===== src/rtl/char_grid_ctrl.sv =====
// Text overlay for a VGA pixel stream: a 16x16 grid of 8x16 glyphs placed at (X_POS, Y_POS).
// A three-stage pipeline looks up the character code (char ROM) and then the glyph row
// (font ROM), and draws TEXT_COLOR over the background on lit glyph pixels. Grid row 15
// blinks with a half-period of BLINK_FRAMES frames. The overlay is enabled per frame.
//
// Ports:
//   clk, rst_n                    pixel clock, asynchronous active-low reset
//   enable                        overlay request, sampled at each vsync rising edge
//   hcount_in .. rgb_in           incoming VGA counters, timing and background pixel
//   char_xy / char_code           grid address {row, col} to char ROM / its combinational data
//   font_addr / font_row          {char_code, line} to font ROM / its combinational data
//   hcount_out .. rgb_out         VGA stream delayed by exactly three cycles
module char_grid_ctrl #(
  parameter logic [10:0] X_POS        = 11'd0,
  parameter logic [10:0] Y_POS        = 11'd0,
  parameter logic [11:0] TEXT_COLOR   = 12'hfff,
  parameter int unsigned BLINK_FRAMES = 30
) (
  input  logic        clk,
  input  logic        rst_n,
  input  logic        enable,
  input  logic [10:0] hcount_in,
  input  logic [10:0] vcount_in,
  input  logic        hsync_in,
  input  logic        vsync_in,
  input  logic        hblnk_in,
  input  logic        vblnk_in,
  input  logic [11:0] rgb_in,
  output logic [7:0]  char_xy,
  input  logic [6:0]  char_code,
  output logic [10:0] font_addr,
  input  logic [7:0]  font_row,
  output logic [10:0] hcount_out,
  output logic [10:0] vcount_out,
  output logic        hsync_out,
  output logic        vsync_out,
  output logic        hblnk_out,
  output logic        vblnk_out,
  output logic [11:0] rgb_out
);

  localparam logic [7:0]  LAST_FRAME = 8'(BLINK_FRAMES - 1);
  localparam logic [11:0] X_LO       = {1'b0, X_POS};
  localparam logic [11:0] X_HI       = {1'b0, X_POS} + 12'd128;
  localparam logic [11:0] Y_LO       = {1'b0, Y_POS};
  localparam logic [11:0] Y_HI       = {1'b0, Y_POS} + 12'd256;

  // Timing bundle: {hcount, vcount, hsync, vsync, hblnk, vblnk}
  localparam int unsigned TW = 26;

  logic [TW-1:0] tim_in, tim_d1, tim_d2, tim_d3;
  logic [11:0]   rgb_d1, rgb_d2, rgb_q;

  // Frame-rate state
  logic       vsync_prev_q;
  logic       overlay_q;
  logic       blink_q;
  logic [7:0] frame_cnt_q;
  logic       frame_start;

  // Stage 1
  logic [7:0] char_xy_q;
  logic [3:0] line1_q;
  logic [2:0] bit1_q;
  logic       win1_q, ov1_q, blink1_q;

  // Stage 2
  logic [10:0] font_addr_q;
  logic [2:0]  bit2_q;
  logic        win2_q, ov2_q, blink2_q, row15_2_q;

  logic        in_win;
  logic [10:0] rx, ry;
  logic        lit;

  assign tim_in = {hcount_in, vcount_in, hsync_in, vsync_in, hblnk_in, vblnk_in};

  // 12-bit compares so a window near 2047 does not wrap
  assign in_win = ({1'b0, hcount_in} >= X_LO) && ({1'b0, hcount_in} < X_HI) &&
                  ({1'b0, vcount_in} >= Y_LO) && ({1'b0, vcount_in} < Y_HI);
  assign rx = hcount_in - X_POS;
  assign ry = vcount_in - Y_POS;

  assign frame_start = vsync_in & ~vsync_prev_q;

  always_ff @(posedge clk or negedge rst_n) begin
    if (!rst_n) begin
      vsync_prev_q <= 1'b0;
      overlay_q    <= 1'b0;
      blink_q      <= 1'b0;
      frame_cnt_q  <= 8'd0;
    end else begin
      vsync_prev_q <= vsync_in;
      if (frame_start) begin
        overlay_q <= enable;
        if (frame_cnt_q == LAST_FRAME) begin
          frame_cnt_q <= 8'd0;
          blink_q     <= ~blink_q;
        end else begin
          frame_cnt_q <= frame_cnt_q + 8'd1;
        end
      end
    end
  end

  // Overlay and blink state are captured with the pixel in stage 1, so a frame start only
  // affects pixels entering the pipeline after that edge.
  always_ff @(posedge clk or negedge rst_n) begin
    if (!rst_n) begin
      char_xy_q   <= 8'h00;
      line1_q     <= 4'h0;
      bit1_q      <= 3'd0;
      win1_q      <= 1'b0;
      ov1_q       <= 1'b0;
      blink1_q    <= 1'b0;
      font_addr_q <= 11'd0;
      bit2_q      <= 3'd0;
      win2_q      <= 1'b0;
      ov2_q       <= 1'b0;
      blink2_q    <= 1'b0;
      row15_2_q   <= 1'b0;
      tim_d1      <= '0;
      tim_d2      <= '0;
      tim_d3      <= '0;
      rgb_d1      <= 12'h000;
      rgb_d2      <= 12'h000;
      rgb_q       <= 12'h000;
    end else begin
      char_xy_q   <= in_win ? {ry[7:4], rx[6:3]} : 8'h00;
      line1_q     <= ry[3:0];
      bit1_q      <= rx[2:0];
      win1_q      <= in_win;
      ov1_q       <= overlay_q;
      blink1_q    <= blink_q;

      font_addr_q <= {char_code, line1_q};
      bit2_q      <= bit1_q;
      win2_q      <= win1_q;
      ov2_q       <= ov1_q;
      blink2_q    <= blink1_q;
      row15_2_q   <= (char_xy_q[7:4] == 4'hf);

      tim_d1      <= tim_in;
      tim_d2      <= tim_d1;
      tim_d3      <= tim_d2;
      rgb_d1      <= rgb_in;
      rgb_d2      <= rgb_d1;
      rgb_q       <= lit ? TEXT_COLOR : rgb_d2;
    end
  end

  // Blanking taken from the stage-2-aligned timing, never from the live inputs
  always_comb begin
    lit = win2_q && font_row[3'd7 - bit2_q] && ov2_q &&
          !(tim_d2[1] || tim_d2[0]) && !(row15_2_q && blink2_q);
  end

  assign char_xy   = char_xy_q;
  assign font_addr = font_addr_q;
  assign rgb_out   = rgb_q;
  assign {hcount_out, vcount_out, hsync_out, vsync_out, hblnk_out, vblnk_out} = tim_d3;

endmodule


===== config.mk =====
export PLATFORM = sky130hd
export DESIGN_NAME = char_grid_ctrl
export DESIGN_NICKNAME = d
export VERILOG_FILES = /design/src/rtl/char_grid_ctrl.sv
export SDC_FILE = /design/constraint.sdc
export NUM_CORES = 1
export LEC_CHECK = 0
export BUFFER_PORTS_ARGS = -buffer_cell sky130_fd_sc_hd__buf_2
export CELL_PAD_IN_SITES_DETAIL_PLACEMENT = 0
export CELL_PAD_IN_SITES_GLOBAL_PLACEMENT = 1
export CORE_MARGIN = 2
export CORE_UTILIZATION = 40
export CTS_BUF_LIST = sky130_fd_sc_hd__clkbuf_4 sky130_fd_sc_hd__clkbuf_8
export DETAILED_ROUTE_END_ITERATION = 16
export GPL_TIMING_DRIVEN = 0
export PLACE_DENSITY = 0.75
export SYNTH_ARGS = -nofsm -noshare
export SYNTH_HDL_FRONTEND = slang
export SYNTH_SLANG_ARGS = --single-unit

===== constraint.sdc =====
create_clock -name clk -period 1.5 [get_ports clk]
set_input_delay 0.15 -clock clk [delete_from_list [all_inputs] [get_ports clk]]
set_output_delay 0.15 -clock clk [all_outputs]
set_load 0.02 [all_outputs]

## Word-level counts from Yosys, hierarchy flattened

Index checks and enable logic that the tools add are counted.

- Word-level logic and storage cells: 47
- Input port bits: 56
- Flip-flop bits (word level): 161
- Output and inout port bits: 57

- Reduce and logical (&&, ||, !) cells: 10
- Muxes and demuxes: 5
- $add $sub $neg: 2
- Bitwise gates (word level): 3
- Order comparisons: 3
- Equal/unequal tests: 2

Operators with widths:

| operator | count |
|---|---|
| 2-to-1 mux 8 bit | 2 |
| 2-to-1 mux 12 bit | 1 |
| less-than comparator 11 x 8 -> 1 bit (second input constant) | 1 |
| less-than comparator 11 x 9 -> 1 bit (second input constant) | 1 |
| adder 8 x 1 -> 8 bit (second input constant) | 1 |
| equality test 8 x 5 -> 1 bit (second input constant) | 1 |
| logical AND 1 bit | 6 |
| equality test 4 bit (second input constant) | 1 |
| less-than comparator 3 x 4 -> 1 bit (second input constant) | 1 |
| binary-select mux 1 bit (select 3 bit) | 1 |
| subtractor 3 bit (first input constant) | 1 |
| zero test 1 bit | 2 |
| inverter 1 bit | 2 |
| AND reduction 2 bit | 1 |
| AND 1 bit | 1 |
| logical OR 1 bit | 1 |
| 2-to-1 mux 1 bit | 1 |

## Depth between registers and ports, before layout

- Depth after elaboration: 8
- Gate-level depth with buffers: 5
- Mapped depth without buffers: 5

## Worst setup path before layout

Ideal clock, no wire load.

- Path type: reg2reg
- From: register frame_cnt_q[1]
- To: register frame_cnt_q[4]
- Data required time: 1.378 ns
- Stages on the path, launching flop included: 6
- Buffers on the path: 0
- Path slack: 0.027 ns
- Data arrival time: 1.351 ns
- Period minus slack after synthesis: 1.473 ns
- Cell sequence: dfrtp_1 > inv_1 > ha_1 > nor4b_2 > o2111ai_1 > a32o_1

- Cells in the longest elaborated chain, start to end: 2
- Elaborated cells on any way between the ends: 3
- Classes of those cells: add/sub: 1; eq/ne: 1; mux: 1

Ends and longest elaborated chain:

| item | line | source |
|---|---|---|
| from (decl) | 58 | `logic [7:0] frame_cnt_q;` |
| from (signal assigned) | 100 | `frame_cnt_q <= frame_cnt_q + 8'd1;` |
| adder 8 x 1 -> 8 bit / equality test 8 x 5 -> 1 bit (equally long branches) | 100, 96 |  |
| 2-to-1 mux 8 bit (*) | 96 | `if (frame_cnt_q == LAST_FRAME) begin` |

Every way passes the cells marked *; elsewhere a longest branch is shown, timed or not.
A chain may end at the register's enable or synchronous reset.

## Worst setup path in the final report

Ends and elaborated chain as after synthesis.

==> results.sh <==
export IMPL_grt_pass1_wl_um=11700
export IMPL_vias=2338
export IMPL_rsz0062_at_grt="yes"
export IMPL_synth_nets=291
export IMPL_powerDensity_mw_per_mm2=1330
export IMPL_finalClockSkew_ns=0.00537
export IMPL_grt_pass1_vias=2456
export IMPL_clk_pin_slew_ns=0.07
export IMPL_die_h_um=107
export IMPL_fmax_mhz=683
export IMPL_min_period_over_period=0.975
export IMPL_n_fill_cell=848
export IMPL_cp_max_fo=8
export IMPL_wl_met1_um=2920
export IMPL_yosys_top_cells_area="dfrtp_1 (85%), o31ai_1 (2.1%), and2_1 (1.3%)"
export IMPL_critical_path_class="reg2reg"
export IMPL_cp_data_required_time_ns=1.81
export IMPL_drv_cap=0
export IMPL_finalPower_mw=7.90
export IMPL_synth_main_ff_cell="dfrtp_1"
export IMPL_core_area_mm2=0.0104
export IMPL_setup_viol=0
export IMPL_dp_hpwl_um=4460
export IMPL_hold_violations=0
export IMPL_final_layout_size_suffix_gt1_frac=0.387
export IMPL_multi_input_area_um2=549
export IMPL_ios=113
export IMPL_postSynthAreaPerCell_um2=18.4
export IMPL_path_cells="inv_1 > ha_1 > nor4b_4 > buf_6 > o2111ai_1 > a32o_1"
export IMPL_top_layer_used="met4"
export IMPL_final_max_slew_viol_count=0
export IMPL_path_delay_family="flip-flops"
export IMPL_cts_htree_levels=4
export IMPL_relSlewSlack=0.617
export IMPL_yosysMostFrequentCell="dfrtp_1"
export IMPL_grt_total_usage=0.136
export IMPL_drt_iter0_drc=65
export IMPL_synth_edf_count=0
export IMPL_cts_tree="yes"
export IMPL_start_util=0.413
export IMPL_cts_sinks=146
export IMPL_path_buf_inv=2
export IMPL_wl_um=7030
export IMPL_syn_area_mm2=0.00428
export IMPL_synth_seq_cells=146
export IMPL_synth_top_area_cell="dfrtp_1"
export IMPL_ant_nets=0
export IMPL_antenna_cells=0
export IMPL_globalplace_congestion=0.714
export IMPL_synth_top_area_share=0.854
export IMPL_cts_root_buf="clkbuf_8"
export IMPL_final_util=0.573
export IMPL_vdd_drop_max_mv=0.592
export IMPL_dieArea_mm2=0.0115
export IMPL_antenna_found_initial=0
export IMPL_fp_dieW_um=107
export IMPL_synthToLayoutAreaGrowth_pct=39.0
export IMPL_remaining_drc_errors=0
export IMPL_viasPerCell=4.18
export IMPL_cp_slowest_stage_delay_ns=0.42
export IMPL_ys_types=33
export IMPL_yosys_top_cells_count="dfrtp_1 (146), inv_1 (13), o31ai_1 (12)"
export IMPL_tightest_slew_ns=0.575
export IMPL_nets=471
export IMPL_cts_buffer_depth=2
export IMPL_hp_class="in2reg"
export IMPL_drt_pass1_iter_count=4
export IMPL_setup_worst_path_end_class="register"
export IMPL_gr_total_overflow=0
export IMPL_wl_met2_um=3460
export IMPL_status="completed"
export IMPL_register_area_mm2=0.00365
export IMPL_worstPathArrival_ns=1.77
export IMPL_grt_start_max_net_pins=82
export IMPL_port_buffer_count=112
export IMPL_insertion_delay_ns=0.42
export IMPL_seq_area_frac_synth=0.854
export IMPL_synthArstFlopShare=1.00
export IMPL_wl_per_cell_um=12.5
export IMPL_wl_met3_um=473
export IMPL_power_leakage_nw=2.90
export IMPL_rows=37
export IMPL_synthCells=233
export IMPL_fin_crit_ns=1.46
export IMPL_start_kind="register"
export IMPL_cp_slowest_cell="dfrtp_1"
export IMPL_cts_buffers=17
export IMPL_yosysWarnings=0
## sequential cells by signal, summed over array words and instances (netlist names), 2 cells and up
register and flops:
bit1_q 2, tim_d3 26, rgb_d2 12, font_addr 11
line1_q 3, tim_d1 21, tim_d2 20, rgb_out 12
bit2_q 2, char_xy 8, frame_cnt_q 8, rgb_d1 12
## worst min-delay path, cell delays in order
cell and delay [ns]:
buf_2 0.08, or4_4 0.12, nor4_4 0.06
## cells by family after synthesis
| group | count (synthesis) | synth area share |
|---|---|---|
| compound gates | 27 | 0.0474 |
| xor+xnor | 3 | 0.00614 |
| fa+ha+maj | 2 | 0.00585 |
| buf+inv | 22 | 0.0243 |
| flops | 146 | 0.854 |
| mux | 4 | 0.0132 |
| simple gates | 29 | 0.0491 |
## worst paths after layout
path                                start             end  slack, ns  cells past startpoint
hold reg to reg                 tim_d1[1]       tim_d2[1]       0.35                      0
setup reg to reg           frame_cnt_q[1]  frame_cnt_q[4]       0.04                      6
min in group asynchronous           rst_n       tim_d3[7]       0.28                      2
hold / removal               vcount_in[9]          win1_q       0.05                      3
max in group asynchronous           rst_n      tim_d2[18]       0.47                      3
setup / recovery           frame_cnt_q[1]  frame_cnt_q[4]       0.04                      6
## cell type report
class                   instances  area share
plain buffers                   8      0.0101
clock buffers                  20      0.0452
clock inverters                10      0.0187
inverters                      13     0.00821
multi-input cells              65      0.0924
flip-flops and latches        146       0.615
well taps                     136      0.0286
repair buffers                162       0.182
## power by group
| group | switching, mW | total [mW] | internal [mW] |
|---|---|---|---|
| clock | 1.33 | 2.88 | 1.55 |
| combinational | 0.358 | 0.698 | 0.340 |
| sequential | 0.134 | 4.32 | 4.19 |
| total | 1.82 | 7.90 | 6.08 |
## cells in the final DEF, fill, tap and decap left out, drive strengths merged, types with 4 or more instances in the layout
master and instances:
clkinv 5, dlygate4sd3 47, and2 9, buf 122, clkbuf 21, nand2 4, o31ai 12, inv 13
dfrtp 146
## per-layer routing
metal | up-vias | global-route usage
li1 | 1134 | -
met1 | 1113 | 0.166
met2 | 73 | 0.207
met3 | 18 | 0.0642
met4 | 0 | 0.0586
met5 | - | 0
## metrics by stage
step / TNS, ns / cells / instance area (µm²) / worst slack (ns) / hold WS [ns]
4_1_cts: 0 / 561 / 5940 / 0.00275 / 0.0163
3_5_place_dp: -1.68 / 482 / 5040 / -0.167 / 0.168
5_1_grt: -0.0770 / 560 / 5950 / -0.0377 / 0.0234
6_report: 0 / 560 / 5950 / 0.0369 / 0.0454
2_1_floorplan: 0 / 233 / 4280 / 0.0274 / -0.146
3_3_place_gp: -234.82 / 481 / 5010 / -1.61 / 0.258
## repair_timing
item | in CTS | in global routing
setup buffers | 2 | 0
resized for setup | 6 | 4
hold buffers | 47 | 0
setup endpoints to repair | 17 | 13
pin swaps | 1 | 0
endpoints found under the hold margin | 120 | 0
Power figures use the tool's default switching activity.
